<file path="src/rtl/gpu_axis_mem_loader_if.sv">
// ============================================================================
// Module : gpu_axis_mem_loader_axis_if / gpu_axis_mem_loader_mem_if
// Brief  : Host AXI-Stream channel and data-memory write port bundles
// Rev    : 1.0
// ============================================================================
`default_nettype none

interface gpu_axis_mem_loader_axis_if;
    logic [31:0] axis_tdata;
    logic        axis_tkeep;
    logic        axis_tlast;
    logic        axis_tvalid;
    logic        axis_tready;

    modport master (
        output axis_tdata,
        output axis_tkeep,
        output axis_tlast,
        output axis_tvalid,
        input  axis_tready
    );

    modport slave (
        input  axis_tdata,
        input  axis_tkeep,
        input  axis_tlast,
        input  axis_tvalid,
        output axis_tready
    );
endinterface

interface gpu_axis_mem_loader_mem_if #(
    parameter int ADDR_WIDTH = 16
);
    logic                  mem_wr_en;
    logic [ADDR_WIDTH-1:0] mem_wr_addr;
    logic [31:0]           mem_wr_data;
    logic                  mem_wr_ready;

    modport master (
        output mem_wr_en,
        output mem_wr_addr,
        output mem_wr_data,
        input  mem_wr_ready
    );

    modport slave (
        input  mem_wr_en,
        input  mem_wr_addr,
        input  mem_wr_data,
        output mem_wr_ready
    );
endinterface

`default_nettype wire

</file>
<file path="src/rtl/gpu_axis_mem_loader.sv">
// ============================================================================
// Module : gpu_axis_mem_loader
// Brief  : Parses header+payload AXI-Stream packets into sequential
//          data-memory writes with backpressure and sticky error status.
// Rev    : 1.0
// ============================================================================
`default_nettype none

module gpu_axis_mem_loader #(
    parameter int ADDR_WIDTH = 16,
    parameter int DATA_WIDTH = 32
) (
    input  wire logic                  axis_clk,
    input  wire logic                  axis_aresetn,
    gpu_axis_mem_loader_axis_if.slave  s_axis,
    gpu_axis_mem_loader_mem_if.master  m_mem,
    input  wire logic                  err_clr,
    output logic                       busy,
    output logic                       done,
    output logic                       err_len,
    output logic                       err_short,
    output logic                       err_long,
    output logic [15:0]                pkt_count
);

    typedef enum logic [1:0] {
        ST_HDR   = 2'd0,
        ST_DATA  = 2'd1,
        ST_DRAIN = 2'd2
    } state_t;

    state_t                r_state,     w_state_nx;
    logic [ADDR_WIDTH-1:0] r_addr,      w_addr_nx;
    logic [15:0]           r_remaining, w_remaining_nx;
    logic                  r_wr_en,     w_wr_en_nx;
    logic [ADDR_WIDTH-1:0] r_wr_addr,   w_wr_addr_nx;
    logic [DATA_WIDTH-1:0] r_wr_data,   w_wr_data_nx;
    logic                  r_done,      w_done_nx;
    logic                  r_err_len,   w_err_len_nx;
    logic                  r_err_short, w_err_short_nx;
    logic                  r_err_long,  w_err_long_nx;
    logic [15:0]           r_pkt_count, w_pkt_count_nx;

    logic                  w_tready;
    logic                  w_beat;
    logic [15:0]           w_hdr_count;

    // In DATA the output register may only be reloaded once its word is accepted.
    assign w_tready    = (r_state == ST_DATA) ? (!r_wr_en || m_mem.mem_wr_ready) : 1'b1;
    assign w_beat      = s_axis.axis_tvalid && w_tready;
    assign w_hdr_count = s_axis.axis_tdata[31:16];

    always_comb begin
        w_state_nx     = r_state;
        w_addr_nx      = r_addr;
        w_remaining_nx = r_remaining;
        w_wr_en_nx     = r_wr_en && !m_mem.mem_wr_ready;
        w_wr_addr_nx   = r_wr_addr;
        w_wr_data_nx   = r_wr_data;
        w_done_nx      = 1'b0;
        // Clear first so a same-cycle error event below overrides it.
        w_err_len_nx   = r_err_len   && !err_clr;
        w_err_short_nx = r_err_short && !err_clr;
        w_err_long_nx  = r_err_long  && !err_clr;
        w_pkt_count_nx = r_pkt_count;

        case (r_state)
            ST_HDR: begin
                if (w_beat && s_axis.axis_tkeep) begin
                    w_addr_nx      = s_axis.axis_tdata[ADDR_WIDTH-1:0];
                    w_remaining_nx = w_hdr_count;
                    if (w_hdr_count == 16'd0) begin
                        w_err_len_nx = 1'b1;
                        w_state_nx   = s_axis.axis_tlast ? ST_HDR : ST_DRAIN;
                    end else if (s_axis.axis_tlast) begin
                        w_err_short_nx = 1'b1;
                    end else begin
                        w_state_nx = ST_DATA;
                    end
                end
            end

            ST_DATA: begin
                if (w_beat) begin
                    if (s_axis.axis_tkeep) begin
                        w_wr_en_nx     = 1'b1;
                        w_wr_addr_nx   = r_addr;
                        w_wr_data_nx   = s_axis.axis_tdata;
                        w_addr_nx      = r_addr + ADDR_WIDTH'(1);
                        w_remaining_nx = r_remaining - 16'd1;
                        if (r_remaining == 16'd1) begin
                            if (s_axis.axis_tlast) begin
                                w_done_nx      = 1'b1;
                                w_pkt_count_nx = r_pkt_count + 16'd1;
                                w_state_nx     = ST_HDR;
                            end else begin
                                w_err_long_nx = 1'b1;
                                w_state_nx    = ST_DRAIN;
                            end
                        end else if (s_axis.axis_tlast) begin
                            w_err_short_nx = 1'b1;
                            w_state_nx     = ST_HDR;
                        end
                    end else if (s_axis.axis_tlast) begin
                        w_err_short_nx = 1'b1;
                        w_state_nx     = ST_HDR;
                    end
                end
            end

            ST_DRAIN: begin
                if (w_beat && s_axis.axis_tlast) begin
                    w_state_nx = ST_HDR;
                end
            end

            default: begin
                w_state_nx = ST_HDR;
            end
        endcase
    end

    always_ff @(posedge axis_clk or negedge axis_aresetn) begin
        if (!axis_aresetn) begin
            r_state     <= ST_HDR;
            r_addr      <= '0;
            r_remaining <= '0;
            r_wr_en     <= 1'b0;
            r_wr_addr   <= '0;
            r_wr_data   <= '0;
            r_done      <= 1'b0;
            r_err_len   <= 1'b0;
            r_err_short <= 1'b0;
            r_err_long  <= 1'b0;
            r_pkt_count <= '0;
        end else begin
            r_state     <= w_state_nx;
            r_addr      <= w_addr_nx;
            r_remaining <= w_remaining_nx;
            r_wr_en     <= w_wr_en_nx;
            r_wr_addr   <= w_wr_addr_nx;
            r_wr_data   <= w_wr_data_nx;
            r_done      <= w_done_nx;
            r_err_len   <= w_err_len_nx;
            r_err_short <= w_err_short_nx;
            r_err_long  <= w_err_long_nx;
            r_pkt_count <= w_pkt_count_nx;
        end
    end

    assign s_axis.axis_tready = w_tready;
    assign m_mem.mem_wr_en    = r_wr_en;
    assign m_mem.mem_wr_addr  = r_wr_addr;
    assign m_mem.mem_wr_data  = r_wr_data;
    assign busy               = (r_state != ST_HDR) || r_wr_en;
    assign done               = r_done;
    assign err_len            = r_err_len;
    assign err_short          = r_err_short;
    assign err_long           = r_err_long;
    assign pkt_count          = r_pkt_count;

endmodule

`default_nettype wire

</file>
<file path="src/flat_wrapper.sv">
// flat-port wrapper written by rule: the top's interface ports become plain ports
module gpu_axis_mem_loader_flat 
#(
    parameter int ADDR_WIDTH = 16,
    parameter int DATA_WIDTH = 32
)
  (axis_clk, axis_aresetn, err_clr, busy, done, err_len, err_short, err_long, pkt_count, s_axis_axis_tdata, s_axis_axis_tkeep, s_axis_axis_tlast, s_axis_axis_tvalid, s_axis_axis_tready, m_mem_mem_wr_en, m_mem_mem_wr_addr, m_mem_mem_wr_data, m_mem_mem_wr_ready);
  gpu_axis_mem_loader_axis_if s_axis_i ();
  gpu_axis_mem_loader_mem_if #(.ADDR_WIDTH(ADDR_WIDTH)) m_mem_i ();
  input  wire logic axis_clk;
  input  wire logic axis_aresetn;
  input  wire logic err_clr;
  output logic busy;
  output logic done;
  output logic err_len;
  output logic err_short;
  output logic err_long;
  output logic [15:0] pkt_count;
  input wire logic [$bits(s_axis_i.axis_tdata)-1:0] s_axis_axis_tdata;
  input wire logic [$bits(s_axis_i.axis_tkeep)-1:0] s_axis_axis_tkeep;
  input wire logic [$bits(s_axis_i.axis_tlast)-1:0] s_axis_axis_tlast;
  input wire logic [$bits(s_axis_i.axis_tvalid)-1:0] s_axis_axis_tvalid;
  output wire logic [$bits(s_axis_i.axis_tready)-1:0] s_axis_axis_tready;
  output wire logic [$bits(m_mem_i.mem_wr_en)-1:0] m_mem_mem_wr_en;
  output wire logic [$bits(m_mem_i.mem_wr_addr)-1:0] m_mem_mem_wr_addr;
  output wire logic [$bits(m_mem_i.mem_wr_data)-1:0] m_mem_mem_wr_data;
  input wire logic [$bits(m_mem_i.mem_wr_ready)-1:0] m_mem_mem_wr_ready;
  assign s_axis_i.axis_tdata = s_axis_axis_tdata;
  assign s_axis_i.axis_tkeep = s_axis_axis_tkeep;
  assign s_axis_i.axis_tlast = s_axis_axis_tlast;
  assign s_axis_i.axis_tvalid = s_axis_axis_tvalid;
  assign s_axis_axis_tready = s_axis_i.axis_tready;
  assign m_mem_mem_wr_en = m_mem_i.mem_wr_en;
  assign m_mem_mem_wr_addr = m_mem_i.mem_wr_addr;
  assign m_mem_mem_wr_data = m_mem_i.mem_wr_data;
  assign m_mem_i.mem_wr_ready = m_mem_mem_wr_ready;
  gpu_axis_mem_loader #(.ADDR_WIDTH(ADDR_WIDTH), .DATA_WIDTH(DATA_WIDTH)) u_core (.axis_clk(axis_clk), .axis_aresetn(axis_aresetn), .s_axis(s_axis_i), .m_mem(m_mem_i), .err_clr(err_clr), .busy(busy), .done(done), .err_len(err_len), .err_short(err_short), .err_long(err_long), .pkt_count(pkt_count));
endmodule
</file>
<file path="config.mk">
export PLATFORM = sky130hd
export DESIGN_NAME = gpu_axis_mem_loader_flat
export DESIGN_NICKNAME = d
export VERILOG_FILES = /design/src/rtl/gpu_axis_mem_loader_if.sv /design/src/rtl/gpu_axis_mem_loader.sv /design/src/flat_wrapper.sv
export SDC_FILE = /design/constraint.sdc
export NUM_CORES = 1
export LEC_CHECK = 0
export BUFFER_PORTS_ARGS = -buffer_cell sky130_fd_sc_hd__buf_2
export CAP_MARGIN = 10
export CORE_ASPECT_RATIO = 0.75
export CORE_MARGIN = 3
export CORE_UTILIZATION = 45
export CTS_BUF_LIST = sky130_fd_sc_hd__clkbuf_8 sky130_fd_sc_hd__clkbuf_16
export DETAILED_ROUTE_END_ITERATION = 10
export GPL_ROUTABILITY_DRIVEN = 0
export PLACE_DENSITY_LB_ADDON = 0.05
export REMOVE_ABC_BUFFERS = 1
export SYNTH_ARGS = -nofsm -noshare
export SYNTH_HDL_FRONTEND = slang
export SYNTH_SLANG_ARGS = --single-unit
</file>
<file path="constraint.sdc">
create_clock -name axis_clk -period 2.25 [get_ports axis_clk]
set_clock_uncertainty 0.15 [all_clocks]
set_input_delay 0 -clock axis_clk [delete_from_list [all_inputs] [get_ports axis_clk]]
set_output_delay 0 -clock axis_clk [all_outputs]
set_load 0.01 [all_outputs]
</file>
# Word level (Yosys, flattened, before mapping)
# Cells that the tools add are included.
[classes] reduce_logical=20 multipliers=0 addsub=3 shift=0 n_div=0 order_cmp=0 eq_ne=8 bitwise=0 mux=42
[op_table] op="$mux 16" n=6
[op_table] op="$pmux 16 s2" n=2
[op_table] op="$add 16x1->16 const B" n=2
[op_table] op="$mux 1" n=23
[op_table] op="$mux 2" n=9
[op_table] op="$eq 16x1->1 const B" n=1
[op_table] op="$logic_not 16->1" n=1
[op_table] op="$sub 16x1->16 const B" n=1
[op_table] op="$reduce_and 4->1" n=2
[op_table] op="$logic_and 1x1->1" n=7
[op_table] op="$ne 2x1->1 const B" n=3
[op_table] op="$pmux 2 s3" n=1
[op_table] op="$reduce_and 5->1" n=1
[op_table] op="$reduce_bool 2->1" n=2
[op_table] op="$logic_not 1->1" n=3
[op_table] op="$ne 3x2->1 const B" n=1
[op_table] op="$reduce_and 3->1" n=1
[op_table] op="$eq 2x1->1 const B" n=1
[op_table] op="$eq 2x2->1 const B" n=1
[op_table] op="$logic_not 2->1" n=1
[op_table] op="$logic_or 1x1->1" n=2
[op_table] op="$ne 2x2->1 const B" n=1
[op_table] op="$pmux 1 s2" n=1
[word_totals] latch_bits=0 rom_bits=0 output_inout_bits=71 ram_bits=0 reg_bits=103 in_bits=39 memories=0

# Logic depth before layout (Yosys ltp)
[logic_depth] depth_word=7 mapped_depth=7 ltp_nobuf=6

# Worst setup path before layout
# OpenSTA, ideal clock, no wires.
[synth_timing] path_type="reg2reg" start="register u_core.r_remaining[7]" end="register u_core.r_pkt_count[1] (netlist: u_core.pkt_count[1])" path_slack_ns=0.318 setup_ns=0.125 arrival_ns=1.657 path_stages_with_launch=5 t_required_ns=1.975 cell_sequence="dfrtp_1 -> nor4_4 -> nand4_4 -> nor3_2 -> mux2_2"
[synth_via] elab_chain_cells=2
[synth_rtl] element="from (decl)" line="gpu_axis_mem_loader.sv:34" text="logic [15:0] r_remaining, w_remaining_nx;"
[synth_rtl] element="from (signal assigned)" line="gpu_axis_mem_loader.sv:139" text="r_remaining <= w_remaining_nx;"
[synth_rtl] element="$eq 16x1->1" line="gpu_axis_mem_loader.sv:91" text="if (r_remaining == 16'd1) begin"
[synth_rtl] element="$reduce_and 5->1 (no source line)"
[synth_rtl] element="to (signal assigned)" line="gpu_axis_mem_loader.sv:147" text="r_pkt_count <= w_pkt_count_nx;"
[synth_rtl] element="to (decl)" line="gpu_axis_mem_loader.sv:42" text="logic [15:0] r_pkt_count, w_pkt_count_nx;"
# No other way between the ends.
# A chain may end at the register's enable or synchronous reset.

# Worst setup path in the final report
[layout_timing] start="input port s_axis_axis_tdata[18]" end="register u_core.r_err_short (netlist: u_core.err_short)"
[layout_via] elab_chain_cells=4
[layout_rtl] element="from (decl)" line="flat_wrapper.sv:19" text="input wire logic [$bits(s_axis_i.axis_tdata)-1:0] s_axis_axis_tdata;"
[layout_rtl] element="$logic_not 16->1" line="gpu_axis_mem_loader.sv:72" text="if (w_hdr_count == 16'd0) begin"
[layout_rtl] element="$mux 1" line="gpu_axis_mem_loader.sv:72"
[layout_rtl] element="$mux 1" line="gpu_axis_mem_loader.sv:69" text="if (w_beat && s_axis.axis_tkeep) begin"
[layout_rtl] element="$pmux 1 s2" line="gpu_axis_mem_loader.sv:67" text="case (r_state)"
[layout_rtl] element="named net u_core.w_err_short_nx" line="gpu_axis_mem_loader.sv:40" text="logic r_err_short, w_err_short_nx;"
[layout_rtl] element="to (signal assigned)" line="gpu_axis_mem_loader.sv:145" text="r_err_short <= w_err_short_nx;"
[layout_rtl] element="to (decl)" line="gpu_axis_mem_loader.sv:40"
# The timed path passes the listed nets, and every way through them passes these cells.

==> flow_summary.ini <==
[floorplanning]
fp-row-count = 32
ios = 110
die_x_um = 127
die-area_mm2 = 0.0124
start_util_pct = 47.3
dieHeight_um = 97.1
core-area_mm2 = 0.0105

[layout]
multi_input_area_mm2 = 0.00226
layout_common_cells = 108 x buf_2, 103 x dfrtp_1, 46 x mux2_2
finalNetCount = 655
n_fill_cell = 873
area_growth_pct = 32.3
final_common_cell = buf_2
final-instance-count-excl-fill = 753
drive_above_1_share_pct = 35.2
final_util_pct = 62.5
n_antenna_cell = 0
regArea_mm2 = 0.00258

[drt]
drt_iter0_markers = 281
wl_per_cell_um = 16.9
wirelength_um = 12800
ant_nets = 0
vias = 4206
post-route-drc-count = 0
dr.pass1.iters = 4
via_per_inst = 5.59

[setup_path]
cp_common_cell = dlygate4sd3_1
worst_r2r_endpoint = u_core.pkt_count[15]
criticalPathCategory = in2reg
crit_path_max_incr_delay_ns = 0.59
reg2reg_slack_ns = 0.15
path_cells = dlygate4sd3_1, buf_2, nor4_1, dlygate4sd3_1, nand4_1, a22oi_1, o22ai_1
cp_slowest_cell = dlygate4sd3_1
r2r_cells = 7
rr_startpoint = u_core.r_remaining[1]
endpoint_kind = flip-flop
critPathLaunchType = input port
critPathMaxFanout = 4
arrival_ns = 2.21
crit_required_ns = 2.32

[power_and_ir_drop]
p_per_area_mw_per_mm2 = 1030
vdd_drop_max_mv = 0.528
power_mw = 6.77
leakagePower_nw = 2.99

[sta]
slew_violations = 0
period_share_pct = 94.9
final_hold_viol_count = 0
fin_crit_ns = 2.14
clock.fmax_mhz = 468
worstMarginPinSlew_ns = 0.539
setup_viol_count_final = 0
slew_headroom_pct = 63.7

[min_path]
hold_path.class = in2async

[job]
maxCapViolCount = 0

[placement]
io_buffers = 109
dpl.cell_count = 695
dp_hpwl_um = 8890

[global_route]
grt_pass1_vias = 4165
grt_max_degree = 52
antenna_found_initial = 0
grt_pass1_wl_um = 21300
grt_usage_pct = 21.2
grt_overflow = 0

[synthesis]
ys_ff_latch = 103
yosysWarnings = 0
avgSynthCellArea_um2 = 11.0
seq_area_frac_synth_pct = 51.8
synth_top_flop_cell = dfrtp_1
synth_edf_count = 0
synth.distinct_cells = 57
syn_inst = 452
synthArstFlopShare_pct = 100
synth_area_mm2 = 0.00498

[clock_tree]
clock-root-buffer = clkbuf_16
clk_pin_slew_ns = 0.07
cts_buffers = 9
cts_tree = built
clk_path_buf_depth = 2
clk_latency_ns = 0.35
cts_max_level = 3
cts_sinks = 103

[status]
status = finished, final reports clean
[per-layer routing]
layer	vias up	GRT usage, %	share of wire, %	routed length, um
li1	2018	-	-	-
met1	2069	30.7	50	6330
met2	100	31.8	44	5570
met3	19	5.11	5.2	666
met4	0	6.02	1.5	194
met5	-	0	0	0
[worst max-delay path by stage]
stage	start	endpoint	depth (start not counted)
2_1_floorplan	u_core.r_state[0]	u_core.r_addr[14]	4
3_3_place_gp	u_core.r_remaining[1]	u_core.pkt_count[1]	6
3_5_place_dp	u_core.r_remaining[1]	u_core.pkt_count[1]	6
4_1_cts	u_core.r_remaining[1]	u_core.pkt_count[1]	6
5_1_grt	u_core.r_remaining[1]	u_core.pkt_count[15]	7
6_report	s_axis_axis_tdata[18]	u_core.err_short	7
[registers in the layout (all words and copies together), names as in the netlist]
name,flops
u_core.done,1
u_core.m_mem.mem_wr_en,1
u_core.err_long,1
u_core.r_state,2
u_core.m_mem.mem_wr_addr,16
u_core.err_short,1
u_core.err_len,1
u_core.r_addr,16
u_core.pkt_count,16
u_core.m_mem.mem_wr_data,32
u_core.r_remaining,16
[critical path: cells and delay by family]
| family | cells | cell delay [ns] |
|---|---|---|
| and+or+nand+nor | 2 | 0.53 |
| AOI/OAI and AO/OA | 2 | 0.41 |
| buffers and inverters | 3 | 1.27 |
[area by class of cell]
cell class                      instances  share of cell area, %
Multi-Input combinational cell        308                   34.3
Sequential cell                       103                   39.1
Clock inverter                          4                  0.684
Tap cell                              136                   2.58
Inverter                               14                  0.798
Timing Repair Buffer                  176                   18.4
Clock buffer                           12                   4.05
[what timing repair did]
item / CTS / global route
buffers inserted: 0 / 2
setup endpoints to repair: 0 / 13
hold buffers: 40 / 0
endpoints found under the hold margin: 175 / 0
resized for setup: 0 / 4
[where the power goes]
part | total, mW | internal, mW | switching, mW
combinational | 2.16 | 1.07 | 1.09
sequential | 3.00 | 2.48 | 0.526
clock | 1.61 | 0.946 | 0.666
[metrics by stage]
step	cell area (um^2)	setup TNS (ns)	hold slack (ns)	worst slack, ns
2_1_floorplan	4860	-77.68	-0.446	-1.43
3_3_place_gp	5810	0	-0.204	0.0950
3_5_place_dp	5810	0	-0.198	0.0591
4_1_cts	6530	0	0.0371	0.0481
5_1_grt	6580	-0.0177	0.0685	-0.0177
6_report	6580	0	0.0512	0.114
[synth_stat cells (all sizes together), types with 5 or more instances]
master / instances / area, um^2
dfrtp: 103 / 2580
mux2: 46 / 518
nand2: 27 / 101
o21ai: 25 / 125
a21oi: 20 / 100
clkbuf: 18 / 67.6
nand4: 18 / 128
nor4: 18 / 149
nand3: 17 / 85.1
nor2: 17 / 63.8
o22ai: 17 / 106
inv: 14 / 52.6
nor3: 14 / 95.1
xor2: 14 / 123
a311oi: 9 / 78.8
buf: 9 / 51.3
and3: 7 / 43.8
a2bb2oi: 5 / 43.8
[kinds of logic (layout without fill, tap and decap cells)]
kind of cell	after synthesis	in the layout	synth area share, %
simple gates	141	141	17.3
flops	103	103	51.8
compound gates	100	100	13.0
mux	48	48	10.8
buf+inv	41	206	3.44
xor+xnor	15	15	2.64
fa+ha+maj	4	4	1.01
Power figures use the tool's default switching activity.
